==> config.mk <==
export PLATFORM = sky130hd
export DESIGN_NAME = bank_sram_arb
export DESIGN_NICKNAME = d
export VERILOG_FILES = /design/src/rtl/bank_pkg.sv /design/src/rtl/bank_sram_arb_prio.sv /design/src/rtl/bank_sram_arb.sv
export SDC_FILE = /design/constraint.sdc
export NUM_CORES = 1
export LEC_CHECK = 0
export CORE_MARGIN = 4
export CORE_UTILIZATION = 35
export DETAILED_ROUTE_END_ITERATION = 16
export GPL_ROUTABILITY_DRIVEN = 1
export PLACE_DENSITY = 0.77
export SYNTH_ARGS = -nofsm -noshare
export SYNTH_HDL_FRONTEND = slang
export SYNTH_SLANG_ARGS = --single-unit
==> constraint.sdc <==
create_clock -name clk_i -period 2.9 [get_ports clk_i]
set_input_delay 0.435 -clock clk_i [delete_from_list [all_inputs] [get_ports clk_i]]
set_output_delay 0.435 -clock clk_i [all_outputs]
set_load 0.01 [all_outputs]
==> src/rtl/bank_pkg.sv <==
// Shared definitions for the banked SRAM arbiter: opcodes, FSM states, request
// sources and the latched request record.
package bank_pkg;

  localparam logic [1:0] OP_WRITE   = 2'd0;
  localparam logic [1:0] OP_READ    = 2'd1;
  localparam logic [1:0] OP_READ_LF = 2'd2;
  localparam logic [1:0] OP_WB      = 2'd3;

  localparam logic SRC_IQ = 1'b0;
  localparam logic SRC_LF = 1'b1;

  typedef enum logic [1:0] {
    ST_IDLE  = 2'd0,
    ST_BEAT0 = 2'd1,
    ST_BEAT1 = 2'd2
  } state_e;

  typedef struct packed {
    logic       src;
    logic [1:0] op;
    logic [5:0] line;
    logic       offset;
    logic [7:0] wbuf_id;
    logic [2:0] rob;
    logic [1:0] ch;
  } req_t;

  // Linefill, read-with-linefill and write-back each move a whole two-beat line.
  function automatic logic is_double(input req_t r);
    return (r.src == SRC_LF) || (r.op == OP_READ_LF) || (r.op == OP_WB);
  endfunction

  function automatic logic is_write(input req_t r);
    return (r.src == SRC_LF) || (r.op == OP_WRITE);
  endfunction

endpackage

==> src/rtl/bank_sram_arb_prio.sv <==
// Grant selection between issue-queue and linefill requesters; linefill has
// fixed priority. BANK_SRAM_ARB_STARVE_EN adds a starvation counter for iq.
module bank_sram_arb_prio #(
  parameter int STARVE_MAX = 4
) (
`ifdef BANK_SRAM_ARB_STARVE_EN
  input  logic clk_i,
  input  logic rst_i,
`endif
  input  logic i_arb_en,
  input  logic i_iq_valid,
  input  logic i_lf_valid,
  output logic o_grant_iq,
  output logic o_grant_lf
);

`ifdef BANK_SRAM_ARB_STARVE_EN
  localparam int CNT_W = $clog2(STARVE_MAX + 1);

  logic [CNT_W-1:0] r_starve_cnt;
  logic             w_force_iq;

  assign w_force_iq = (r_starve_cnt == CNT_W'(STARVE_MAX));
  assign o_grant_iq = i_arb_en && i_iq_valid && (!i_lf_valid || w_force_iq);

  // Counts consecutive arbitrations iq lost to linefill; saturates at the limit.
  always_ff @(posedge clk_i) begin
    if (rst_i) begin
      r_starve_cnt <= '0;
    end else if (o_grant_iq) begin
      r_starve_cnt <= '0;
    end else if (i_iq_valid && o_grant_lf && !w_force_iq) begin
      r_starve_cnt <= r_starve_cnt + 1'b1;
    end
  end
`else
  assign o_grant_iq = i_arb_en && i_iq_valid && !i_lf_valid;
`endif

  assign o_grant_lf = i_arb_en && i_lf_valid && !o_grant_iq;

endmodule

==> src/rtl/bank_sram_arb.sv <==
// Banked SRAM port arbiter: issue-queue vs linefill, one- or two-beat SRAM
// accesses with a registered read-response pipe. Option: BANK_SRAM_ARB_STARVE_EN.
module bank_sram_arb
  import bank_pkg::*;
#(
  parameter int STARVE_MAX = 4
) (
  input  logic       clk_i,
  input  logic       rst_i,
  input  logic       iq_sc_valid_i,
  output logic       iq_sc_ready_o,
  input  logic [2:0] iq_sc_opcode_i,
  input  logic [6:0] iq_sc_set_way_offset_i,
  input  logic [7:0] iq_sc_wbuffer_id_i,
  input  logic [2:0] iq_sc_xbar_rob_num_i,
  input  logic [1:0] iq_sc_channel_id_i,
  input  logic       lf_valid_i,
  output logic       lf_ready_o,
  input  logic [5:0] lf_set_way_i,
  output logic       sram_cen_o,
  output logic       sram_wen_o,
  output logic [6:0] sram_addr_o,
  output logic       sram_wsel_o,
  output logic [7:0] wbuf_rd_id_o,
  output logic       rsp_valid_o,
  output logic [2:0] rsp_rob_num_o,
  output logic [1:0] rsp_channel_o,
  output logic       rsp_last_o,
  output logic       rsp_evict_o
);

  state_e     r_state;
  req_t       r_req;
  req_t       w_new_req;
  logic       w_arb_en;
  logic       w_grant_iq;
  logic       w_grant_lf;
  logic       w_unused_opcode_msb;

  assign w_unused_opcode_msb = iq_sc_opcode_i[2];
  assign w_arb_en            = (r_state == ST_IDLE) && !rst_i;
  assign iq_sc_ready_o       = w_grant_iq;
  assign lf_ready_o          = w_grant_lf;

  bank_sram_arb_prio #(
    .STARVE_MAX (STARVE_MAX)
  ) u_prio (
`ifdef BANK_SRAM_ARB_STARVE_EN
    .clk_i      (clk_i),
    .rst_i      (rst_i),
`endif
    .i_arb_en   (w_arb_en),
    .i_iq_valid (iq_sc_valid_i),
    .i_lf_valid (lf_valid_i),
    .o_grant_iq (w_grant_iq),
    .o_grant_lf (w_grant_lf)
  );

  // NOTE: every field gets a default first so no path leaves w_new_req latched.
  always_comb begin
    w_new_req = '0;
    if (w_grant_lf) begin
      w_new_req.src  = SRC_LF;
      w_new_req.line = lf_set_way_i;
    end else begin
      w_new_req.src     = SRC_IQ;
      w_new_req.op      = iq_sc_opcode_i[1:0];
      w_new_req.line    = iq_sc_set_way_offset_i[6:1];
      w_new_req.offset  = iq_sc_set_way_offset_i[0];
      w_new_req.wbuf_id = iq_sc_wbuffer_id_i;
      w_new_req.rob     = iq_sc_xbar_rob_num_i;
      w_new_req.ch      = iq_sc_channel_id_i;
    end
  end

  // NOTE: all state and outputs use non-blocking assignments so every register
  // samples the pre-edge values; SRAM and response outputs are registered.
  always_ff @(posedge clk_i) begin
    if (rst_i) begin
      r_state       <= ST_IDLE;
      r_req         <= '0;
      sram_cen_o    <= 1'b0;
      sram_wen_o    <= 1'b0;
      sram_addr_o   <= '0;
      sram_wsel_o   <= 1'b0;
      wbuf_rd_id_o  <= '0;
      rsp_valid_o   <= 1'b0;
      rsp_rob_num_o <= '0;
      rsp_channel_o <= '0;
      rsp_last_o    <= 1'b0;
      rsp_evict_o   <= 1'b0;
    end else begin
      // A read beat on the SRAM this cycle returns its data one cycle later.
      if (sram_cen_o && !sram_wen_o) begin
        rsp_valid_o   <= 1'b1;
        rsp_rob_num_o <= r_req.rob;
        rsp_channel_o <= r_req.ch;
        rsp_last_o    <= (r_state == ST_BEAT1) || !is_double(r_req);
        rsp_evict_o   <= (r_req.src == SRC_IQ) && (r_req.op == OP_WB);
      end else begin
        rsp_valid_o   <= 1'b0;
        rsp_rob_num_o <= '0;
        rsp_channel_o <= '0;
        rsp_last_o    <= 1'b0;
        rsp_evict_o   <= 1'b0;
      end

      sram_cen_o   <= 1'b0;
      sram_wen_o   <= 1'b0;
      sram_addr_o  <= '0;
      sram_wsel_o  <= 1'b0;
      wbuf_rd_id_o <= '0;

      case (r_state)
        ST_IDLE: begin
          if (w_grant_iq || w_grant_lf) begin
            r_req        <= w_new_req;
            r_state      <= ST_BEAT0;
            sram_cen_o   <= 1'b1;
            sram_wen_o   <= is_write(w_new_req);
            sram_wsel_o  <= (w_new_req.src == SRC_LF);
            sram_addr_o  <= is_double(w_new_req) ? {w_new_req.line, 1'b0}
                                                 : {w_new_req.line, w_new_req.offset};
            wbuf_rd_id_o <= ((w_new_req.src == SRC_IQ) && (w_new_req.op == OP_WRITE))
                            ? w_new_req.wbuf_id : 8'd0;
          end
        end
        ST_BEAT0: begin
          if (is_double(r_req)) begin
            r_state     <= ST_BEAT1;
            sram_cen_o  <= 1'b1;
            sram_wen_o  <= is_write(r_req);
            sram_wsel_o <= (r_req.src == SRC_LF);
            sram_addr_o <= {r_req.line, 1'b1};
          end else begin
            r_state <= ST_IDLE;
          end
        end
        default: r_state <= ST_IDLE;
      endcase
    end
  end

endmodule
# Word level (Yosys, flattened, before mapping)
# Cells that the tools add are included.
dict set report word_totals {
  ff_bits 42
  in_bits 33
  out_inout_bits 28
  wordCells 77
}
dict set report classes {
  n_bitwise 6
  n_reduce_logical 27
  n_eq_ne 7
  n_mux 21
}
# cell n
set op_table {}
lappend op_table {{$mux W14} 1}
lappend op_table {{$mux W7} 2}
lappend op_table {{$pmux W7 S2} 1}
lappend op_table {{$eq A2 B2 Y1 const B} 5}
lappend op_table {{$mux W1} 9}
lappend op_table {{$logic_and A1 B1 Y1} 8}
lappend op_table {{$logic_or A1 B1 Y1} 8}
lappend op_table {{$logic_not A2 Y1} 3}
lappend op_table {{$mux W2} 3}
lappend op_table {{$mux W6} 1}
lappend op_table {{$not A1 Y1} 6}
lappend op_table {{$pmux W1 S2} 3}
lappend op_table {{$logic_not A1 Y1} 5}
lappend op_table {{$reduce_or A5 Y1} 1}
lappend op_table {{$pmux W2 S2} 1}
lappend op_table {{$eq A2 B1 Y1 const B} 1}
lappend op_table {{$ne A2 B1 Y1 const B} 1}
lappend op_table {{$reduce_and A2 Y1} 1}
lappend op_table {{$reduce_or A2 Y1} 1}

# Logic depth before layout (Yosys ltp)
# Gate-level depths: netlist of run 1.
dict set report depth {
  depth_word 13
  ltp_mapped 6
  depth_no_buf 4
}

# Cells and area by module
# A second synthesis of run 1 with hierarchy kept.
dict set report unflattened {
  cells_unflattened 161
  area_unflattened_um2 1555.2
}
# mod area_per_inst_um2 instances seq_area_each_um2 cells_each
set by_module_without_submodules {}
lappend by_module_without_submodules {bank_sram_arb 1539.0 1 840.8 159}
lappend by_module_without_submodules {bank_sram_arb_prio 16.3 1 0.0 2}

# Worst setup path after synthesis of run 1
# Ideal clock, no wire load.
dict set report synth_path {
  kind {input port to flip-flop}
  startpoint {input port iq_sc_valid_i}
  endpoint {register sram_cen_o}
  required_ps 2780
  slack_ps 1444
  path_buffers 2
  path_stages 6
  setup_time_ps 120
  arrival_time_ps 1336
  path_cell_list {buf_2 or2_1 buf_2 nand2_4 inv_2 or2_1}
}
dict set report synth_via {
  elab_chain_cells 7
}
# item line_no
set synth_rtl {}
lappend synth_rtl {{from (decl)} bank_sram_arb.sv:10} ;# input logic iq_sc_valid_i,
lappend synth_rtl {{$logic_and A1 B1 Y1 (*) (2 in series)} bank_sram_arb_prio.sv:37} ;# assign o_grant_iq = i_arb_en && i_iq_valid && !i_lf_valid;
lappend synth_rtl {{$logic_not A1 Y1} bank_sram_arb_prio.sv:40} ;# assign o_grant_lf = i_arb_en && i_lf_valid && !o_grant_iq;
lappend synth_rtl {{$logic_and A1 B1 Y1} bank_sram_arb_prio.sv:40}
lappend synth_rtl {{$logic_or A1 B1 Y1 (*)} bank_sram_arb.sv:116} ;# if (w_grant_iq || w_grant_lf) begin
lappend synth_rtl {{$mux W1 (*)} bank_sram_arb.sv:116}
lappend synth_rtl {{$pmux W1 S2 (*)} bank_sram_arb.sv:114} ;# case (r_state)
lappend synth_rtl {{to (signal assigned)} bank_sram_arb.sv:108} ;# sram_cen_o <= 1'b0;
lappend synth_rtl {{to (signal assigned)} bank_sram_arb.sv:119} ;# sram_cen_o <= 1'b1;
lappend synth_rtl {{to (signal assigned)} bank_sram_arb.sv:131} ;# sram_cen_o <= 1'b1;
lappend synth_rtl {{to (decl)} bank_sram_arb.sv:20} ;# output logic sram_cen_o,
# Every way passes the cells marked *; elsewhere a longest branch is shown, timed or not.
# A chain may end at the register's enable or synchronous reset.

# Worst setup path after layout of run 1
dict set report layout_path {
  startpoint {input port rst_i}
  endpoint {output port lf_ready_o}
}
dict set report layout_via {
  elab_chain_cells 6
  elab_cells_between_ends 7
  cone_classes {7 x reduce/logical}
}
# item line_no
set layout_rtl {}
lappend layout_rtl {{from (decl)} bank_sram_arb.sv:9} ;# input logic rst_i,
lappend layout_rtl {{$logic_not A1 Y1 (*)} bank_sram_arb.sv:41} ;# assign w_arb_en = (r_state == ST_IDLE) && !rst_i;
lappend layout_rtl {{$logic_and A1 B1 Y1 (*)} bank_sram_arb.sv:41}
lappend layout_rtl {{$logic_and A1 B1 Y1 (2 in series)} bank_sram_arb_prio.sv:37}
lappend layout_rtl {{$logic_not A1 Y1} bank_sram_arb_prio.sv:40}
lappend layout_rtl {{$logic_and A1 B1 Y1 (*)} bank_sram_arb_prio.sv:40}
lappend layout_rtl {{to (decl)} bank_sram_arb.sv:18} ;# output logic lf_ready_o,
# Marked as above.

==> run summary, run 1 <==
Flop pwr share: 54.1%
Share of cells above drive strength 1: 13.07%
Worst-path cell chain: clkdlybuf4s50_1 -> nor4b_4 -> clkdlybuf4s50_1
Fmax: 430.6 MHz
Crit. End Element: output pin
Max VDD drop: 334.2 uV
CTS Buffer Depth: 2
Synth top area share: 54.37%
Switching power: 0.0002806 W
Number of fill cells: 386
Logic pwr share: 15.2%
Routed WL: 3454 um
Rows: 23
Post-Route Skew: 0.005319 ns
Cell taking the most area after synthesis: dfxtp_1
Sw Ratio: 24.49%
CTS buffer count: 5
Static Leak: 0.8261 nW
DP Area: 2173 um2
First-pass GRT wire length: 5692 um
WP depth: 3
Worst Setup SP: rst_i
Data arrival, critical path: 1.89 ns
Post-route cell area: 2252 um2
Worst Hold Class: reg -> reg
Final worst-path cycle share: 80.08%
Number of synthesized register bits: 42
Initial Utilization: 37.32%
IO Pins: 61
M2 GR Usage: 22.24%
H-tree Lvls: 2
Resized cells post-CTS: 0
Pins Over Slew Limit: 0
CP required: 2.47 ns
Number of diodes: 0
Top cell by count, worst path: clkdlybuf4s50_1
Clock transition at the registers of the reported paths: 0.07 ns
R2r startpoint: r_state[0]$_SDFFE_PP0P_
Largest net degree at the start of global routing: 18
Post-synth EDFFs: 0
RePlAce Congestion: 0.7467
Busiest metal layer after global routing: met2
Ys Warns: 0
Critical-path top delay cell: clkdlybuf4s50_1
Final ANT Viol Nets: 0
Cell area after synthesis: 1546 um2
Final Net Count: 232
Core Footprint: 4144 um2
Fraction of registers with async set/reset: 0%
TritonCTS clock tree: yes
Status: complete, no violations
Setup TNS: 0 ns
Fin crit period: 2.322 ns
Reg2Reg Setup Slack: 1.37 ns
Final Hold Fails: 0
Avg Cell Area, Syn: 11.29 um2
RSZ-0062 raised after global routing: no
Via-to-Cell Ratio: 4.807
Reg2Reg Depth: 4
CP max FO: 4
WP buf/inv: 2
CTS Root Cell: clkbuf_8
Synth cell count leaders: 42 x dfxtp_1, 14 x and2_1, 12 x a21oi_1, 7 x mux2i_1, 7 x o21ai_0
Post-synthesis cell type count: 35
Clock Sinks: 42
RR Endpoint: r_req[17]$_SDFFE_PP0P_
Area growth, synth to finish: 45.63%
Max-capacitance violation count: 0
Synthesized instance count: 137
DIE AREA: 5546 um2
Post-CTS Hold Fix Bufs: 0
Postcts setup bufs: 0
Slew @ Worst Pin: 0.4207 ns
Worst skew pair latency: 0.29 ns
Initial antenna violation count: 0
Synth area leaders: dfxtp_1 54%, and2_1 5.7%, a211oi_2 4.9%, mux2i_1 4.5%, a21oi_1 3.9%
Port Buffers: 59
Die Width: 74.47 um
GRT met1 Usage: 16.76%
PD cells: 508.7 nW/um2
Grt ovf: 0
Count leader, synth: dfxtp_1
Syn_nets: 170
Crit-path max cell delay: 0.60 ns
Slew HR: 71.91%
Via count of the first global-routing pass: 1205
DRC: 0
Die height: 74.47 um
Crit Path Category: in -> out
CP top delay family: buffers and inverters
Clock power share: 30.6%
Seq/Total Area, Yosys: 54.37%
Crit path launch type: input pin
Routed wire per std cell: 13.87 um
Final setup vio count: 0
Internal: 0.0008651 W
CP endpoint: lf_ready_o
DPL Wire Length: 2512 um
Via count: 1197
Grt met3 use: 3.243%
Iter 0 DRT Violations: 75
Detailed Routing Iterations Pass 1: 4
Total GRT Usage: 13.50%
Main synth FF type: dfxtp_1
[power groups by stage]
stage | logic, W | registers (W) | clock network (W)
2_1_floorplan | 0.0000846 | 0.000635 | 0
3_3_place_gp | 0.000172 | 0.000632 | 0
3_5_place_dp | 0.000175 | 0.000634 | 0
4_1_cts | 0.000176 | 0.000620 | 0.000358
5_1_grt | 0.000190 | 0.000624 | 0.000378
6_report | 0.000175 | 0.000620 | 0.000351
[worst min-delay path by stage]
stage / from / to / depth (start not counted)
2_1_floorplan: r_req[0]$_SDFFE_PP0P_ / rsp_channel_o[0]$_SDFF_PP0_ / 1
4_1_cts: r_req[1]$_SDFFE_PP0P_ / rsp_channel_o[1]$_SDFF_PP0_ / 1
6_report: r_req[1]$_SDFFE_PP0P_ / rsp_channel_o[1]$_SDFF_PP0_ / 1
3_5_place_dp: r_req[0]$_SDFFE_PP0P_ / rsp_channel_o[0]$_SDFF_PP0_ / 1
3_3_place_gp: r_req[4]$_SDFFE_PP0P_ / rsp_rob_num_o[2]$_SDFF_PP0_ / 1
5_1_grt: r_req[1]$_SDFFE_PP0P_ / rsp_channel_o[1]$_SDFF_PP0_ / 1
[metrics by stage]
stage / std cells / hold WS, ns / util (%) / worst slack (ns) / power, W
after floorplan: 137 / 0.4229 / - / 1.444 / 0.0007198
after global placement: 242 / 0.4334 / 52.45 / 0.5918 / 0.0008049
after detailed placement: 242 / 0.4372 / 52.45 / 0.5660 / 0.0008092
after CTS: 249 / 0.4548 / 54.35 / 0.5644 / 0.001154
after global routing: 249 / 0.4703 / 54.35 / 0.5069 / 0.001192
final: 249 / 0.4509 / 54.35 / 0.5777 / 0.001146
[state kept, by name (all words and copies together), names as in the netlist]
name and cells:
rsp_evict_o 1, rsp_valid_o 1, sram_wsel_o 1, r_req 14, r_state 2, rsp_channel_o 2, sram_cen_o 1, sram_addr_o 7
rsp_rob_num_o 3, sram_wen_o 1, wbuf_rd_id_o 8, rsp_last_o 1
[logic make-up after synthesis]
| kind of cell | share of synthesized area, % |
|---|---|
| mux | 4.531 |
| simple gates | 19.18 |
| flops | 54.37 |
| buf+inv | 4.854 |
| compound gates | 17.07 |
[final cells by class]
type | count | area, um2 | area share, %
Sequential cell | 42 | 840.8 | 37.33
Multi-Input combinational cell | 83 | 630.6 | 28.00
Timing Repair Buffer | 64 | 628.1 | 27.89
Clock buffer | 5 | 68.82 | 3.056
Tap cell | 50 | 62.56 | 2.778
Inverter | 3 | 11.26 | 0.5000
Clock inverter | 2 | 10.01 | 0.4444
[cells in the final DEF, fill, tap and decap left out, types with 2 or more instances in the layout]
| cell | n |
|---|---|
| o2bb2ai_1 | 6 |
| mux2i_1 | 7 |
| nand3_1 | 2 |
| dfxtp_1 | 42 |
| inv_1 | 2 |
| a31o_2 | 2 |
| clkbuf_8 | 5 |
| buf_4 | 5 |
| and2_1 | 14 |
| nand4b_1 | 5 |
| clkinv_2 | 2 |
| clkdlybuf4s50_1 | 59 |
| or2_1 | 2 |
| nor2_1 | 3 |
| a21oi_1 | 12 |
| a211oi_2 | 6 |
| o21ai_0 | 7 |
[routing by layer]
metal	vias up	wire length, um
met2	32	1677
met4	0	59
met3	5	175
met5	-	0
met1	544	1541
li1	616	-
(Power assumes the default switching activity.)
==> run 2, diff against run 1 <==
==> constraint.sdc (replaced) <==
create_clock -name clk_i -period 2.44 [get_ports clk_i]
set_input_delay 0.366 -clock clk_i [delete_from_list [all_inputs] [get_ports clk_i]]
set_output_delay 0.366 -clock clk_i [all_outputs]
set_load 0.01 [all_outputs]
==> run summary, run 2 (synthesis results as in run 1) <==
CTS buffer count: 5
Total GRT Usage: 13.62%
RSZ-0062 raised after global routing: no
Post-CTS Hold Fix Bufs: 0
Crit Path Category: in -> out
Number of fill cells: 399
Met2 wire len: 1725 um
First-pass GRT wire length: 5630 um
Worst skew pair latency: 0.29 ns
Worst Hold Class: reg -> reg
Max VDD drop: 363.4 uV
Final Hold Fails: 0
Data arrival, critical path: 1.82 ns
Via-to-Cell Ratio: 4.788
Via count of the first global-routing pass: 1220
CP max FO: 3
Reg2Reg Depth: 4
Most common cell after layout, fill and taps aside: clkdlybuf4s50_1
Initial Utilization: 37.32%
Final worst-path cycle share: 89.78%
Clock Sinks: 42
Max-capacitance violation count: 0
Slew HR: 70.88%
DIE AREA: 5546 um2
Largest net degree at the start of global routing: 18
Fin crit period: 2.191 ns
Utilization after layout: 54.65%
Fin Hold WS: 0.4556 ns
Fmax: 456.5 MHz
Core Footprint: 4144 um2
Final setup vio count: 0
Postcts setup bufs: 0
Via count: 1197
Final Net Count: 232
Max layer used: met4
Final ANT Viol Nets: 0
Share of cells above drive strength 1: 13.00%
Power Total: 0.001397 W
Worst-path cell chain: clkdlybuf4s50_1 -> nor2b_1 -> and2_1 -> clkdlybuf4s50_1
Rows: 23
DPL Wire Length: 2590 um
Post-Route Skew: 0.004733 ns
H-tree Lvls: 2
Iter 0 DRT Violations: 52
Max reg flops: 14
RePlAce Congestion: 0.7458
DRT met1 WL: 1478 um
Top flop regs: r_req: 14 flops, wbuf_rd_id_o: 8 flops, sram_addr_o: 7 flops
Crit path launch type: input pin
Top cell by count, worst path: clkdlybuf4s50_1
Critical-path top delay cell: clkdlybuf4s50_1
CP required: 2.07 ns
Number of diodes: 0
Crit-path max cell delay: 0.56 ns
Die Width: 74.47 um
Status: complete, no violations
Clock transition at the registers of the reported paths: 0.07 ns
DRC: 0
Pins Over Slew Limit: 0
Most frequent cells in the layout: 59 x clkdlybuf4s50_1, 42 x dfxtp_1, 14 x and2_1
Hold depth: 1
Slew @ Worst Pin: 0.4362 ns
Crit. End Element: output pin
Static Leak: 0.8305 nW
Resized cells post-CTS: 0
Initial antenna violation count: 0
CTS Buffer Depth: 2
Area growth, synth to finish: 46.44%
Detailed Routing Iterations Pass 1: 4
PD cells: 616.9 nW/um2
Die height: 74.47 um
WL met3: 217 um
Setup TNS: 0 ns
Routed WL: 3468 um
Port Buffers: 59
Grt ovf: 0
Routed wire per std cell: 13.87 um
TritonCTS clock tree: yes
CTS Root Cell: clkbuf_8
Largest Register: r_req
IO Pins: 61
==> run 2: final timing paths <==
path | from | to | slack (ns)
max | lf_valid_i | iq_sc_ready_o | 0.25
min | r_req[1]$_SDFFE_PP0P_ | rsp_channel_o[1]$_SDFF_PP0_ | 0.46
min reg2reg | r_req[1]$_SDFFE_PP0P_ | rsp_channel_o[1]$_SDFF_PP0_ | 0.46
max reg2reg | r_state[0]$_SDFFE_PP0P_ | sram_addr_o[5]$_SDFF_PP0_ | 0.90
==> run 2: stage by stage <==
step,instances,instance area [um2],worst slack (ns)
after floorplan,137,1546,1.053
after global placement,242,2173,0.2798
after detailed placement,242,2173,0.2645
after CTS,250,2265,0.2476
after global routing,250,2265,0.1462
final,250,2265,0.2493
==> run 2: final cells by class <==
| cell class | instances | area [um2] | area share (%) |
|---|---|---|---|
| clock buffer | 7 | 86.33 | 3.812 |
| multi-input combinational | 83 | 630.6 | 27.85 |
| tap | 50 | 62.56 | 2.762 |
| sequential | 42 | 840.8 | 37.13 |
| inverter | 3 | 11.26 | 0.4972 |
| timing repair buffer | 64 | 628.1 | 27.73 |
| clock inverter | 1 | 5.005 | 0.2210 |
==> run 2: report_power, final <==
| part | internal (W) | leakage [nW] | switching [W] |
|---|---|---|---|
| clock | 0.000228 | 0.0482 | 0.000225 |
| combinational | 0.000118 | 0.439 | 0.0000885 |
| sequential | 0.000718 | 0.343 | 0.0000194 |
==> run 2: routing by layer <==
metal  global-route usage (%)  vias up
li1                         -      613
met2                    22.34       33
met1                    16.36      547
met4                    4.150        0
met3                    5.541        4
met5                        0        -
==> run 2: critical path: cells and delay by family <==
family	cells	cell delay (ns)
buffers and inverters	2	1.03
AND/OR/NAND/NOR	2	0.43
